## src/rtl/branch_ctrl_pkg.sv

```systemverilog
// Shared encodings for the branch/jump resolution controller.
package branch_ctrl_pkg;

  typedef enum logic [1:0] {
    REQ_BRANCH = 2'b00,
    REQ_JAL    = 2'b01,
    REQ_JALR   = 2'b10,
    REQ_RSVD   = 2'b11
  } req_type_e;

  localparam logic [2:0] F3_BEQ  = 3'b000;
  localparam logic [2:0] F3_BNE  = 3'b001;
  localparam logic [2:0] F3_BLT  = 3'b100;
  localparam logic [2:0] F3_BGE  = 3'b101;
  localparam logic [2:0] F3_BLTU = 3'b110;
  localparam logic [2:0] F3_BGEU = 3'b111;

  typedef enum logic [1:0] {
    ST_IDLE    = 2'b00,
    ST_EVAL    = 2'b01,
    ST_RESOLVE = 2'b10,
    ST_REDIR   = 2'b11
  } state_e;

endpackage

```

## src/rtl/branch_unit.sv

```systemverilog
// Combinational RV32I branch condition evaluator; undefined funct3 is never taken.
module branch_unit
  import branch_ctrl_pkg::*;
#(
  parameter int unsigned XLEN = 32
) (
  input  logic [2:0]      funct3,
  input  logic [XLEN-1:0] rs1_val,
  input  logic [XLEN-1:0] rs2_val,
  output logic            take_branch
);

  always_comb begin
    take_branch = 1'b0;
    case (funct3)
      F3_BEQ:  take_branch = (rs1_val == rs2_val);
      F3_BNE:  take_branch = (rs1_val != rs2_val);
      F3_BLT:  take_branch = ($signed(rs1_val) <  $signed(rs2_val));
      F3_BGE:  take_branch = ($signed(rs1_val) >= $signed(rs2_val));
      F3_BLTU: take_branch = (rs1_val <  rs2_val);
      F3_BGEU: take_branch = (rs1_val >= rs2_val);
      default: take_branch = 1'b0;
    endcase
  end

endmodule

```

## src/rtl/branch_ctrl.sv

```systemverilog
// Multi-cycle branch/jump resolution controller with mispredict redirect.
// Optional counters enabled by BRANCH_CTRL_STATS_EN.
module branch_ctrl
  import branch_ctrl_pkg::*;
#(
  parameter int unsigned     XLEN     = 32,
  parameter logic [XLEN-1:0] RESET_PC = '0
) (
  input  logic            clk,
  input  logic            rst_n,
  input  logic            req_valid,
  output logic            req_ready,
  input  logic [1:0]      req_type,
  input  logic [2:0]      funct3,
  input  logic [XLEN-1:0] rs1_val,
  input  logic [XLEN-1:0] rs2_val,
  input  logic [XLEN-1:0] pc,
  input  logic [XLEN-1:0] imm,
  input  logic            pred_taken,
  output logic            resolve_valid,
  output logic            resolve_taken,
  output logic            link_valid,
  output logic [XLEN-1:0] link_data,
  output logic            redirect_valid,
  input  logic            redirect_ready,
  output logic [XLEN-1:0] redirect_pc,
  output logic            flush,
  output logic            exc_misaligned
`ifdef BRANCH_CTRL_STATS_EN
  ,
  output logic [31:0]     stat_branches,
  output logic [31:0]     stat_taken,
  output logic [31:0]     stat_mispredicts
`endif
);

  state_e          state_q, state_d;
  req_type_e       type_q;
  logic [2:0]      funct3_q;
  logic [XLEN-1:0] rs1_q, rs2_q, pc_q, imm_q;
  logic            pred_q;
  logic            latch_en;

  logic            take_branch;
  logic            taken_c;
  logic [XLEN-1:0] target_c, link_c;

  logic            req_ready_d, resolve_valid_d, resolve_taken_d, link_valid_d;
  logic            redirect_valid_d, flush_d, exc_d;
  logic [XLEN-1:0] link_data_d, redirect_pc_d;

  branch_unit #(.XLEN(XLEN)) u_branch_unit (
    .funct3      (funct3_q),
    .rs1_val     (rs1_q),
    .rs2_val     (rs2_q),
    .take_branch (take_branch)
  );

  // Outcome of the latched request, consumed during EVAL
  always_comb begin
    taken_c  = 1'b0;
    target_c = pc_q + imm_q;
    link_c   = pc_q + XLEN'(32'd4);
    case (type_q)
      REQ_BRANCH: taken_c = take_branch;
      REQ_JAL:    taken_c = 1'b1;
      REQ_JALR: begin
        taken_c  = 1'b1;
        target_c = (rs1_q + imm_q) & ~XLEN'(32'd1);
      end
      default:    taken_c = 1'b0;
    endcase
  end

  // Next state and next values of every registered output
  always_comb begin
    state_d          = state_q;
    latch_en         = 1'b0;
    resolve_valid_d  = 1'b0;
    resolve_taken_d  = 1'b0;
    link_valid_d     = 1'b0;
    link_data_d      = link_data;
    redirect_valid_d = 1'b0;
    redirect_pc_d    = RESET_PC;
    flush_d          = 1'b0;
    exc_d            = 1'b0;
    case (state_q)
      ST_IDLE: begin
        if (req_valid && req_ready) begin
          latch_en = 1'b1;
          state_d  = ST_EVAL;
        end
      end
      ST_EVAL: begin
        state_d         = ST_RESOLVE;
        resolve_valid_d = 1'b1;
        resolve_taken_d = taken_c;
        if (taken_c && (target_c[1:0] != 2'b00)) begin
          exc_d = 1'b1;
        end else begin
          if (type_q == REQ_JAL || type_q == REQ_JALR) begin
            link_valid_d = 1'b1;
            link_data_d  = link_c;
          end
          if (type_q != REQ_RSVD && taken_c != pred_q) begin
            redirect_valid_d = 1'b1;
            redirect_pc_d    = taken_c ? target_c : link_c;
            flush_d          = 1'b1;
          end
        end
      end
      ST_RESOLVE, ST_REDIR: begin
        if (redirect_valid && !redirect_ready) begin
          state_d          = ST_REDIR;
          redirect_valid_d = 1'b1;
          redirect_pc_d    = redirect_pc;
        end else begin
          state_d = ST_IDLE;
        end
      end
      default: state_d = ST_IDLE;
    endcase
    req_ready_d = (state_d == ST_IDLE);
  end

  always_ff @(posedge clk or negedge rst_n) begin
    if (!rst_n) begin
      state_q        <= ST_IDLE;
      req_ready      <= 1'b1;
      resolve_valid  <= 1'b0;
      resolve_taken  <= 1'b0;
      link_valid     <= 1'b0;
      link_data      <= '0;
      redirect_valid <= 1'b0;
      redirect_pc    <= RESET_PC;
      flush          <= 1'b0;
      exc_misaligned <= 1'b0;
    end else begin
      state_q        <= state_d;
      req_ready      <= req_ready_d;
      resolve_valid  <= resolve_valid_d;
      resolve_taken  <= resolve_taken_d;
      link_valid     <= link_valid_d;
      link_data      <= link_data_d;
      redirect_valid <= redirect_valid_d;
      redirect_pc    <= redirect_pc_d;
      flush          <= flush_d;
      exc_misaligned <= exc_d;
    end
  end

  always_ff @(posedge clk or negedge rst_n) begin
    if (!rst_n) begin
      type_q   <= REQ_BRANCH;
      funct3_q <= '0;
      rs1_q    <= '0;
      rs2_q    <= '0;
      pc_q     <= '0;
      imm_q    <= '0;
      pred_q   <= 1'b0;
    end else if (latch_en) begin
      type_q   <= req_type_e'(req_type);
      funct3_q <= funct3;
      rs1_q    <= rs1_val;
      rs2_q    <= rs2_val;
      pc_q     <= pc;
      imm_q    <= imm;
      pred_q   <= pred_taken;
    end
  end

`ifdef BRANCH_CTRL_STATS_EN
  // Saturating event counters, sampled while the outcome is presented
  always_ff @(posedge clk or negedge rst_n) begin
    if (!rst_n) begin
      stat_branches    <= '0;
      stat_taken       <= '0;
      stat_mispredicts <= '0;
    end else if (state_q == ST_RESOLVE) begin
      if (type_q == REQ_BRANCH && stat_branches != 32'hFFFF_FFFF)
        stat_branches <= stat_branches + 32'd1;
      if (resolve_taken && stat_taken != 32'hFFFF_FFFF)
        stat_taken <= stat_taken + 32'd1;
      if (flush && stat_mispredicts != 32'hFFFF_FFFF)
        stat_mispredicts <= stat_mispredicts + 32'd1;
    end
  end
`endif

endmodule

```

## config.mk

```make
export PLATFORM = sky130hd
export DESIGN_NAME = branch_ctrl
export DESIGN_NICKNAME = d
export VERILOG_FILES = /design/src/rtl/branch_ctrl_pkg.sv /design/src/rtl/branch_unit.sv /design/src/rtl/branch_ctrl.sv
export SDC_FILE = /design/constraint.sdc
export NUM_CORES = 1
export LEC_CHECK = 0
export ABC_AREA = 1
export ABC_CLOCK_PERIOD_IN_PS = 6200
export CORE_UTILIZATION = 45
export CTS_CLUSTER_SIZE = 8
export DETAILED_ROUTE_END_ITERATION = 6
export GPL_TIMING_DRIVEN = 0
export PLACE_DENSITY = 0.75
export SLEW_MARGIN = 5
export SYNTH_ARGS = -nofsm -noshare
export SYNTH_HDL_FRONTEND = slang
export SYNTH_HIERARCHICAL = 1
export SYNTH_SLANG_ARGS = --single-unit
```

## constraint.sdc

```tcl
create_clock -name clk -period 6.2 [get_ports clk]
set_clock_uncertainty 0.1 [all_clocks]
set_input_delay 1.24 -clock clk [delete_from_list [all_inputs] [get_ports clk]]
set_output_delay 1.24 -clock clk [all_outputs]
set_load 0.01 [all_outputs]
```

==> impl_metrics.yaml <==
layout:
  final_common_cell: "nand2_1"
  antenna_cells: 0
  design_area_um2: 18300
  area_growth_pct: 23.4
  drive_gt1_share_pct: 8.72
  n_fill_cell: 3045
  most-common-layout-cells: "nand2_1, inv_1, clkdlybuf4s50_1"
  nNetsFinal: 2563
  final_core_utilization_pct: 56.3
flow_run:
  cap_violations: 0
floorplan:
  die_x_um: 183
  top_level_ports: 209
  die_area_um2: 33600
  core-area_um2: 32500
  row_count: 66
  start_util_pct: 45.6
  die_height_um: 183
timing:
  layout_min_cycle_time_ns: 4.02
  slew_headroom_pct: 46.1
  period_share_pct: 64.9
  hold_viol: 0
  max_freq_mhz: 248
  worst_pin_slew_ns: 0.808
  fin_ws_ns: 2.18
  setup_violations: 0
  rsz0062_at_grt: "false"
  hold_ws_ns: 0.380
  report.final.slew_viol_count: 0
synth:
  synth-simple-area-share_pct: 29.3
  syn_area_um2: 14800
  ys_dominant_reg_cell: "dfrtp_1"
  synthAdderAreaFrac_pct: 8.47
  synth_top_family_by_area: "simple AND/OR/NAND/NOR gates"
  ys_ff_latch: 207
  post_synth.cell_area_avg_um2: 7.09
  yosysUniqueCellTypes: 40
  synth_nets: 2323
  ys_seq_area_share_pct: 35.0
  yosys_warnings: 6
  synthXorXnorAreaFrac_pct: 2.01
  yosysTopAreaCell: "dfrtp_1"
  synth_area_leaders: "dfrtp_1, nand2_1, inv_1"
  syn_inst: 2086
  synth_compound_area_share_pct: 7.07
  synth_top_area_share_pct: 34.8
  async_flop_share_pct: 100
  synthMuxAreaShare_pct: 8.07
  synth_edf_count: 0
cts:
  cts.sink_count: 207
  post_cts_resized: 0
  hold_buffers: 0
  cts-root-buf: "clkbuf_16"
  clockBufferDepth: 3
  clk_latency_ns: 0.57
  htreeDepth: 1
  tritoncts: "done"
  clk_pin_slew_ns: 0.05
  post_cts_buffers: 0
  cts_buffers: 29
setup_path:
  r2r_start: "rs1_q[31]"
  cp-endpoint: "redirect_pc[29]"
  critPathLaunch: "rs1_q[31]"
  timing.reg2reg.setup_slack_ns: 2.18
  critPathMaxStageDelay_ns: 0.44
  cp.arrival_ns: 4.40
  start_kind: "register"
  critPathKind: "register to register"
  endpoint_kind: "register"
  critPathMaxFanout: 10
  path_cells: "ha_1 > a21oi_1 > o21a_1 > nand2_1 > a21oi_1 > nand3_1 > nand2_1 > inv_1 > nor2_1 > nand3_1 > a21oi_1 > nor2_1 > inv_2 > buf_4 > nor2_1 > nor3_2 > nand3_2 > buf_2 > a21oi_1 > nand2_1 > nand2_1"
  r2r_end: "redirect_pc[29]"
  worstPathRequired_ns: 6.58
  r2r.worst_path.cells: 21
  cp_slowest_cell: "dfrtp_1"
routing:
  drtAntennaViolNets: 0
  drt_pass1_iterations: 6
  wl_per_cell_um: 16.6
  viasPerCell: 5.05
  vias: 14032
  first_iter_violations: 873
  drc_errors: 0
  wirelength_mm: 46.3
placed_design:
  gp_congestion: 0.937
  io_buffers: 208
  dp_worst_setup_slack_ns: 2.26
  placed_area_um2: 17500
  dp_hpwl_mm: 38.1
pwr:
  power_leakage_uw: 0.00966
  power_uw: 11900
  vdd_drop_max_v: 0.000277
  powerDensity_nw_per_um2: 653
grt:
  grt_pass1_wl_mm: 72.0
  grt_max_degree: 112
  grt_pass1_vias: 13691
  overflow: 0
  gr-usage-all-layers_pct: 27.9
  antenna_found_initial: 0
run_status:
  status: "finished, final reports clean"
worst_hold_path:
  hold_class: "register to register"
registers in the layout, summed over array words and instances, names as in the netlist, 2 cells and up:
signal and cells:
funct3_q 3, imm_q 32, link_data 32, pc_q 32, redirect_pc 32, rs1_q 32
rs2_q 32, state_q 2, type_q 2
synth_stat cells, types with 6 or more instances:
| master | count |
|---|---|
| a21oi_1 | 119 |
| buf_1 | 8 |
| buf_2 | 23 |
| clkbuf_1 | 10 |
| dfrtp_1 | 206 |
| ha_1 | 97 |
| inv_1 | 331 |
| inv_2 | 9 |
| mux2_2 | 106 |
| nand2_1 | 725 |
| nand2_2 | 6 |
| nand3_1 | 106 |
| nand4_1 | 14 |
| nor2_1 | 152 |
| nor2_4 | 7 |
| nor3_1 | 16 |
| nor4_1 | 6 |
| o21ai_0 | 46 |
| o21ai_1 | 24 |
| o21bai_1 | 6 |
| xnor2_1 | 17 |
| xor2_1 | 17 |
final cells by class:
class                   count  area (um2)  area share [%]
clock inverters             1        20.0           0.110
multi-input cells        1494        8130            44.5
inverters                 341        1280            7.01
repair buffers            209        2110            11.6
plain buffers              44         205            1.12
flip-flops and latches    207        5180            28.4
well taps                 442         553            3.03
clock buffers              43         778            4.26
cell families (layout without fill, tap and decap cells):
family	Yosys count	after routing
simple gates	1053	1053
mux	106	106
flops	207	207
xor+xnor	34	34
compound gates	202	202
fa+ha+maj	99	99
buf+inv	385	638
critical path, delay by kind of cell (launching register included):
family                     cells  cell delay (ns)
DFF                            1             0.44
buffers and inverters          4             0.56
and+or+nand+nor               11             1.34
adders and majority gates      1             0.44
AOI/OAI and AO/OA              5             1.08
worst min path at each step:
stage                    startpoint              end  slack, ns  depth (start not counted)
floorplan               funct3_q[1]      funct3_q[1]       0.38                          1
global placement      link_data[17]    link_data[17]       0.37                          2
detailed placement  redirect_pc[19]  redirect_pc[19]       0.37                          2
CTS                 redirect_pc[19]  redirect_pc[19]       0.39                          2
global route          link_data[24]    link_data[24]       0.41                          2
finish                link_data[20]    link_data[20]       0.38                          2
metrics by stage:
stage                     setup TNS, ns  std cells
after detailed placement              0       2737
after global routing                  0       2781
after floorplan                       0       2086
final                                 0       2781
after CTS                             0       2781
after global placement          -967.29       2736
per-layer routing:
layer / part of all wire (%) / routed length, um / vias up / track usage, %
li1: - / - / 7026 / -
met1: 45 / 20600 / 6506 / 36.7
met2: 47 / 21700 / 414 / 47.8
met3: 5.3 / 2450 / 86 / 3.12
met4: 3.2 / 1480 / 0 / 9.07
met5: 0 / 0 / - / 0
power breakdown:
part           internal, uW  total (uW)  switching, uW
clock network           851        1430            580
registers              1980        2640            657
logic                  2950        7860           4910
total                  5780       11900           6150
No activity file was read; power rests on OpenSTA's default activity.
==> RTL change 1 (config.mk and constraints unchanged) <==
Remove the case item `REQ_JALR` of the case on `type_q`.
--- a/src/rtl/branch_ctrl.sv
+++ b/src/rtl/branch_ctrl.sv
@@ -64,10 +64,6 @@
     case (type_q)
       REQ_BRANCH: taken_c = take_branch;
       REQ_JAL:    taken_c = 1'b1;
-      REQ_JALR: begin
-        taken_c  = 1'b1;
-        target_c = (rs1_q + imm_q) & ~XLEN'(32'd1);
-      end
       default:    taken_c = 1'b0;
     endcase
   end
Function: changed (Yosys sat finds a counterexample within 4 cycles, from zero or initial values and one cycle with rst_n low).
==> RTL change 1 against the original RTL <==
- routed wire length down 24%
- power down 24%
- sequential cell count unchanged
- core utilization up 2.8 points
- area after synthesis down 18%
- cell area down 15%
- largest cell class unchanged
- global-route usage down 2.0 points
- worst setup slack better by 500 ps
- synthesized cell count down 27%
- hold slack worse by 26 ps
- the run now ends with DRC left
- via count down 24%
- sequential share of layout area up 5.1 points
==> RTL change 1: results (changes against the original RTL) <==
| Metric | Value |
|---|---|
| Status | finished with violations |
| Violations in the final reports | DRC |
| Hold depth | 1 (-1) |
| Fillers | 2,381 (-22%) |
| Wire per inst | 16.6 µm (-0.18%) |
| Register area share after synthesis | 42.7% (+7.7 points) |
| Multiplexer share of the synthesized area | 9.47% (+1.4 points) |
| Post-DP Area | 0.0147 mm² (-16%) |
| Worst setup path end | link_data[1] |
| Met3 WL | 2590 µm (+5.5%) |
| P_leak | 7.91 nW (-18%) |
| Yosys cell types | 39 (-2.5%) |
| Synth top area cells | dfrtp_1 43%, nand2_1 14%, mux2_2 9.5%, ha_1 6.9%, inv_1 6.9% |
| Final net count | 1,968 (-23%) |
| Synth Instances | 1,521 (-27%) |
| Largest net degree at the start of global routing | 82 (-27%) |
| Worst slew margin | 46.1% (about the same) |
| WL met1 | 15,300 µm (-25%) |
| Initial antenna violation count | 1 (+1) |
| Post-synthesis adder-cell area fraction | 7.08% (-1.4 points) |
| GRT Util Overall | 25.9% (-2.0 points) |
| # DRC | 36 (+36) |
| Syn nets | 1,727 (-26%) |
| Post-synthesis xor/xnor area fraction | 1.66% (-0.35 points) |
| Layout cell share with drive strength beyond 1 | 10.5% (+1.8 points) |
| WHS | 355 ps (-25.8 ps) |
| Detail Route met2 WL | 16,100 µm (-26%) |
| Critical path startpoint | rs1_q[7] |
| HP Start | state_q[1] |
| Post-DP HPWL | 28,500 µm (-25%) |
| Drt total wl | 35,000 µm (-24%) |
| DRT iter0 DRCs | 806 (-7.7%) |
| Final RePlAce weighted congestion | 0.915 (-2.4%) |
| DRT Pass-1 Iters | 7 (+1) |
| Max rail drop VDD | 0.000256 V (-7.6%) |
| Post-synthesis compound-gate area fraction | 7.20% (+0.13 points) |
| NetSw | 4.15 mW (-33%) |
| Arrival time worst endpoint | 3820 ps (-580 ps) |
| Crit path time final | 3530 ps (-498 ps) |
## RTL change 1: cell families (layout without fill, tap and decap cells)
kind of cell | count (synthesis) | in the layout
multiplexers | 102 | 102
adder cells (fa/ha/maj) | 68 | 68
XOR/XNOR | 23 | 23
AO/OA/AOI/OAI | 159 | 159
AND/OR/NAND/NOR | 700 | 700
flip-flops | 207 | 207
buffers and inverters | 262 | 513
other | 0 | 1
## RTL change 1: layout make-up
cell class / count / area, µm² / share of cell area (%)
flip-flops and latches: 207 / 5180 / 33.5
plain buffers: 36 / 174 / 1.12
repair buffers: 210 / 2140 / 13.8
inverters: 226 / 848 / 5.48
well taps: 335 / 419 / 2.71
clock buffers: 40 / 767 / 4.96
diodes: 1 / 2.50 / 0.0162
clock inverters: 1 / 20.0 / 0.129
multi-input cells: 1052 / 5920 / 38.3
## RTL change 1: critical path, cell delays in order (launching register included)
cell      delay [ps]
dfrtp_1          380
ha_1             310
nand2_1           80
nor2_1           220
nand4_1          120
nor2_1           200
nand2_2          120
nand2_1           70
o21ai_1           50
inv_1             40
nand2_1           40
nor2_1           100
nand3_1          170
a21oi_4          280
nor2_1            80
nor2_1           180
nand2_1           90
inv_2             90
nand2_2          130
clkbuf_1         290
nand2_1          120
o21ai_0          100
## RTL change 1: per-layer routing
metal	vias up	GRT usage, %
met4	0	7.68
met2	316	42.7
met1	4956	34.3
met5	-	0
li1	5295	-
met3	57	5.43
## RTL change 1: power by group through the flow
stage	Combinational, mW	Sequential (mW)	Clock [mW]
after floorplan	3.51	2.38	0
final	5.18	2.45	1.41
after global placement	5.01	2.43	0
after detailed placement	5.13	2.46	0
after global routing	5.83	2.52	1.49
after CTS	5.17	2.44	1.44
==> RTL change 2 (same flow settings) <==
Made on the original files. `XLEN` is set to 32 in 2 places; all go to 16.
--- a/src/rtl/branch_unit.sv
+++ b/src/rtl/branch_unit.sv
@@ -2,7 +2,7 @@
 module branch_unit
   import branch_ctrl_pkg::*;
 #(
-  parameter int unsigned XLEN = 32
+  parameter int unsigned XLEN = 16
 ) (
   input  logic [2:0]      funct3,
   input  logic [XLEN-1:0] rs1_val,
--- a/src/rtl/branch_ctrl.sv
+++ b/src/rtl/branch_ctrl.sv
@@ -3,7 +3,7 @@
 module branch_ctrl
   import branch_ctrl_pkg::*;
 #(
-  parameter int unsigned     XLEN     = 32,
+  parameter int unsigned     XLEN     = 16,
   parameter logic [XLEN-1:0] RESET_PC = '0
 ) (
   input  logic            clk,
Ports: changed (6 resized); port bits go from 209 to 113. No check against the original RTL was run, so the function may have changed too.
==> RTL change 2 against the original RTL <==
- cell count decreased by 55%
- worst setup slack improved by 1000 ps
- combinational power fell by 56%
- cell area down 52%
- fmax grew 33%
- power shrank 55%
- sequential cell count is 96 lower
- area after synthesis shrank 52%
- routed wire length down 61%
- first-iteration DRC count decreased by 53%
- critical path depth did not move
- critical endpoint is now redirect_pc[8]
- highest routed layer unchanged
==> RTL change 2: results (changes against the original RTL) <==
| Metric | Value |
|---|---|
| Status | finished, final reports clean |
| Yosys cell types | 36 (-10%) |
| Reg-to-Reg Start | rs1_q[15] |
| Register-to-Register Path Depth | 21 (unchanged) |
| DRT Pass-1 Iters | 5 (-1) |
| I/O Buffers | 112 (-46%) |
| GRT Util Overall | 23.5% (-4.4 points) |
| Critical path class | reg -> reg |
| Reg clk slew, reported paths | 80 ps (+30 ps) |
| Max rail drop VDD | 0.000249 V (-10%) |
| Synth top area cells | dfrtp_1 39%, nand2_1 15%, ha_1 8.6%, mux2_2 7.9%, inv_1 7.3% |
| Post-DP Area | 0.00855 mm² (-51%) |
| Final net count | 1,172 (-54%) |
| Slowest CP cell | dfrtp_1 |
| Worst-Skew Late Latency | 360 ps (-210 ps) |
| Register area share after synthesis | 38.9% (+3.9 points) |
| Worst r2r dst | redirect_pc[8] |
| H-Tree Depth | 3 (+2) |
| Max Root-Sink Buffers | 2 (-1) |
| P_leak | 4.59 nW (-53%) |
| Hold EP | redirect_pc[12] |
| Crit Path Max Fanout | 10 (unchanged) |
| Num CTS Buffers | 9 (-69%) |
| Synth cell count leaders | 287 x nand2_1, 139 x inv_1, 110 x dfrtp_1, 60 x nor2_1, 58 x nand3_1 |
| Worst slew margin | 57.6% (+12 points) |
| DR vias | 6,313 (-55%) |
| WHS | 382 ps (+1.61 ps) |
| Post-DP HPWL | 14,300 µm (-62%) |
| Global-route wire length before repair | 29,800 µm (-59%) |
| Layout cell share with drive strength beyond 1 | 10.3% (+1.5 points) |
| Syn nets | 1,048 (-55%) |
| Largest net degree at the start of global routing | 62 (-45%) |
| HP Start | redirect_pc[12] |
| Reg2reg setup slack | 3170 ps (+1000 ps) |
| CP top delay family | simple AND/OR/NAND/NOR gates |
| Final RePlAce weighted congestion | 0.919 (-2.0%) |
| Drt total wl | 17,900 µm (-61%) |
| DRT iter0 DRCs | 414 (-53%) |
| Vias in the first global route | 6,084 (-56%) |
==> RTL change 2: worst max-delay path by stage <==
stage,end
global placement,state_q[0]
detailed placement,pc_q[9]
finish,redirect_pc[8]
global route,redirect_pc[8]
CTS,redirect_pc[8]
floorplan,redirect_pc[10]
==> RTL change 2: tightest hold or removal path, stage by stage (launching register included) <==
cell and delay [ps]:
dfrtp_1 350, nand2_1 50, nand2_1 50
==> RTL change 2: cell families after synthesis <==
logic type / share of synthesized area, %
buffers and inverters: 8.92
and+or+nand+nor: 25.7
adders and majority gates: 9.15
AOI/OAI and AO/OA: 7.21
DFF: 38.9
xor gates and xnor gates: 2.21
muxes: 7.89
==> RTL change 2: routing by layer <==
layer	GRT usage (%)	routed length, µm	vias to the layer above
li1	-	-	3174
met1	31.3	8340	2956
met2	38.9	8290	150
met3	3.84	823	33
met4	8.30	439	0
met5	0	0	-
==> RTL change 2: power breakdown <==
| group | switching [mW] | internal, mW |
|---|---|---|
| Clock | 0.292 | 0.283 |
| Combinational | 2.08 | 1.39 |
| Sequential | 0.299 | 1.06 |
==> RTL change 2: through the flow <==
step	setup TNS (ps)	worst slack (ps)	util, %	cells
floorplan	0	3700	-	923
detailed placement	0	3170	55.8	1247
CTS	0	3170	57.7	1263
global route	0	2940	57.7	1263
global placement	-54020	-497	55.6	1246
finish	0	3170	57.7	1263
==> RTL change 2: cell type report <==
type                       count  area, µm²
buffer                        19       98.8
multi-input combinational    650       3720
tap                          211        264
clock inverter                 6       62.6
clock buffer                  10        229
timing repair buffer         113       1150
fill                        1450       6470
inverter                     143        538
sequential                   111       2780
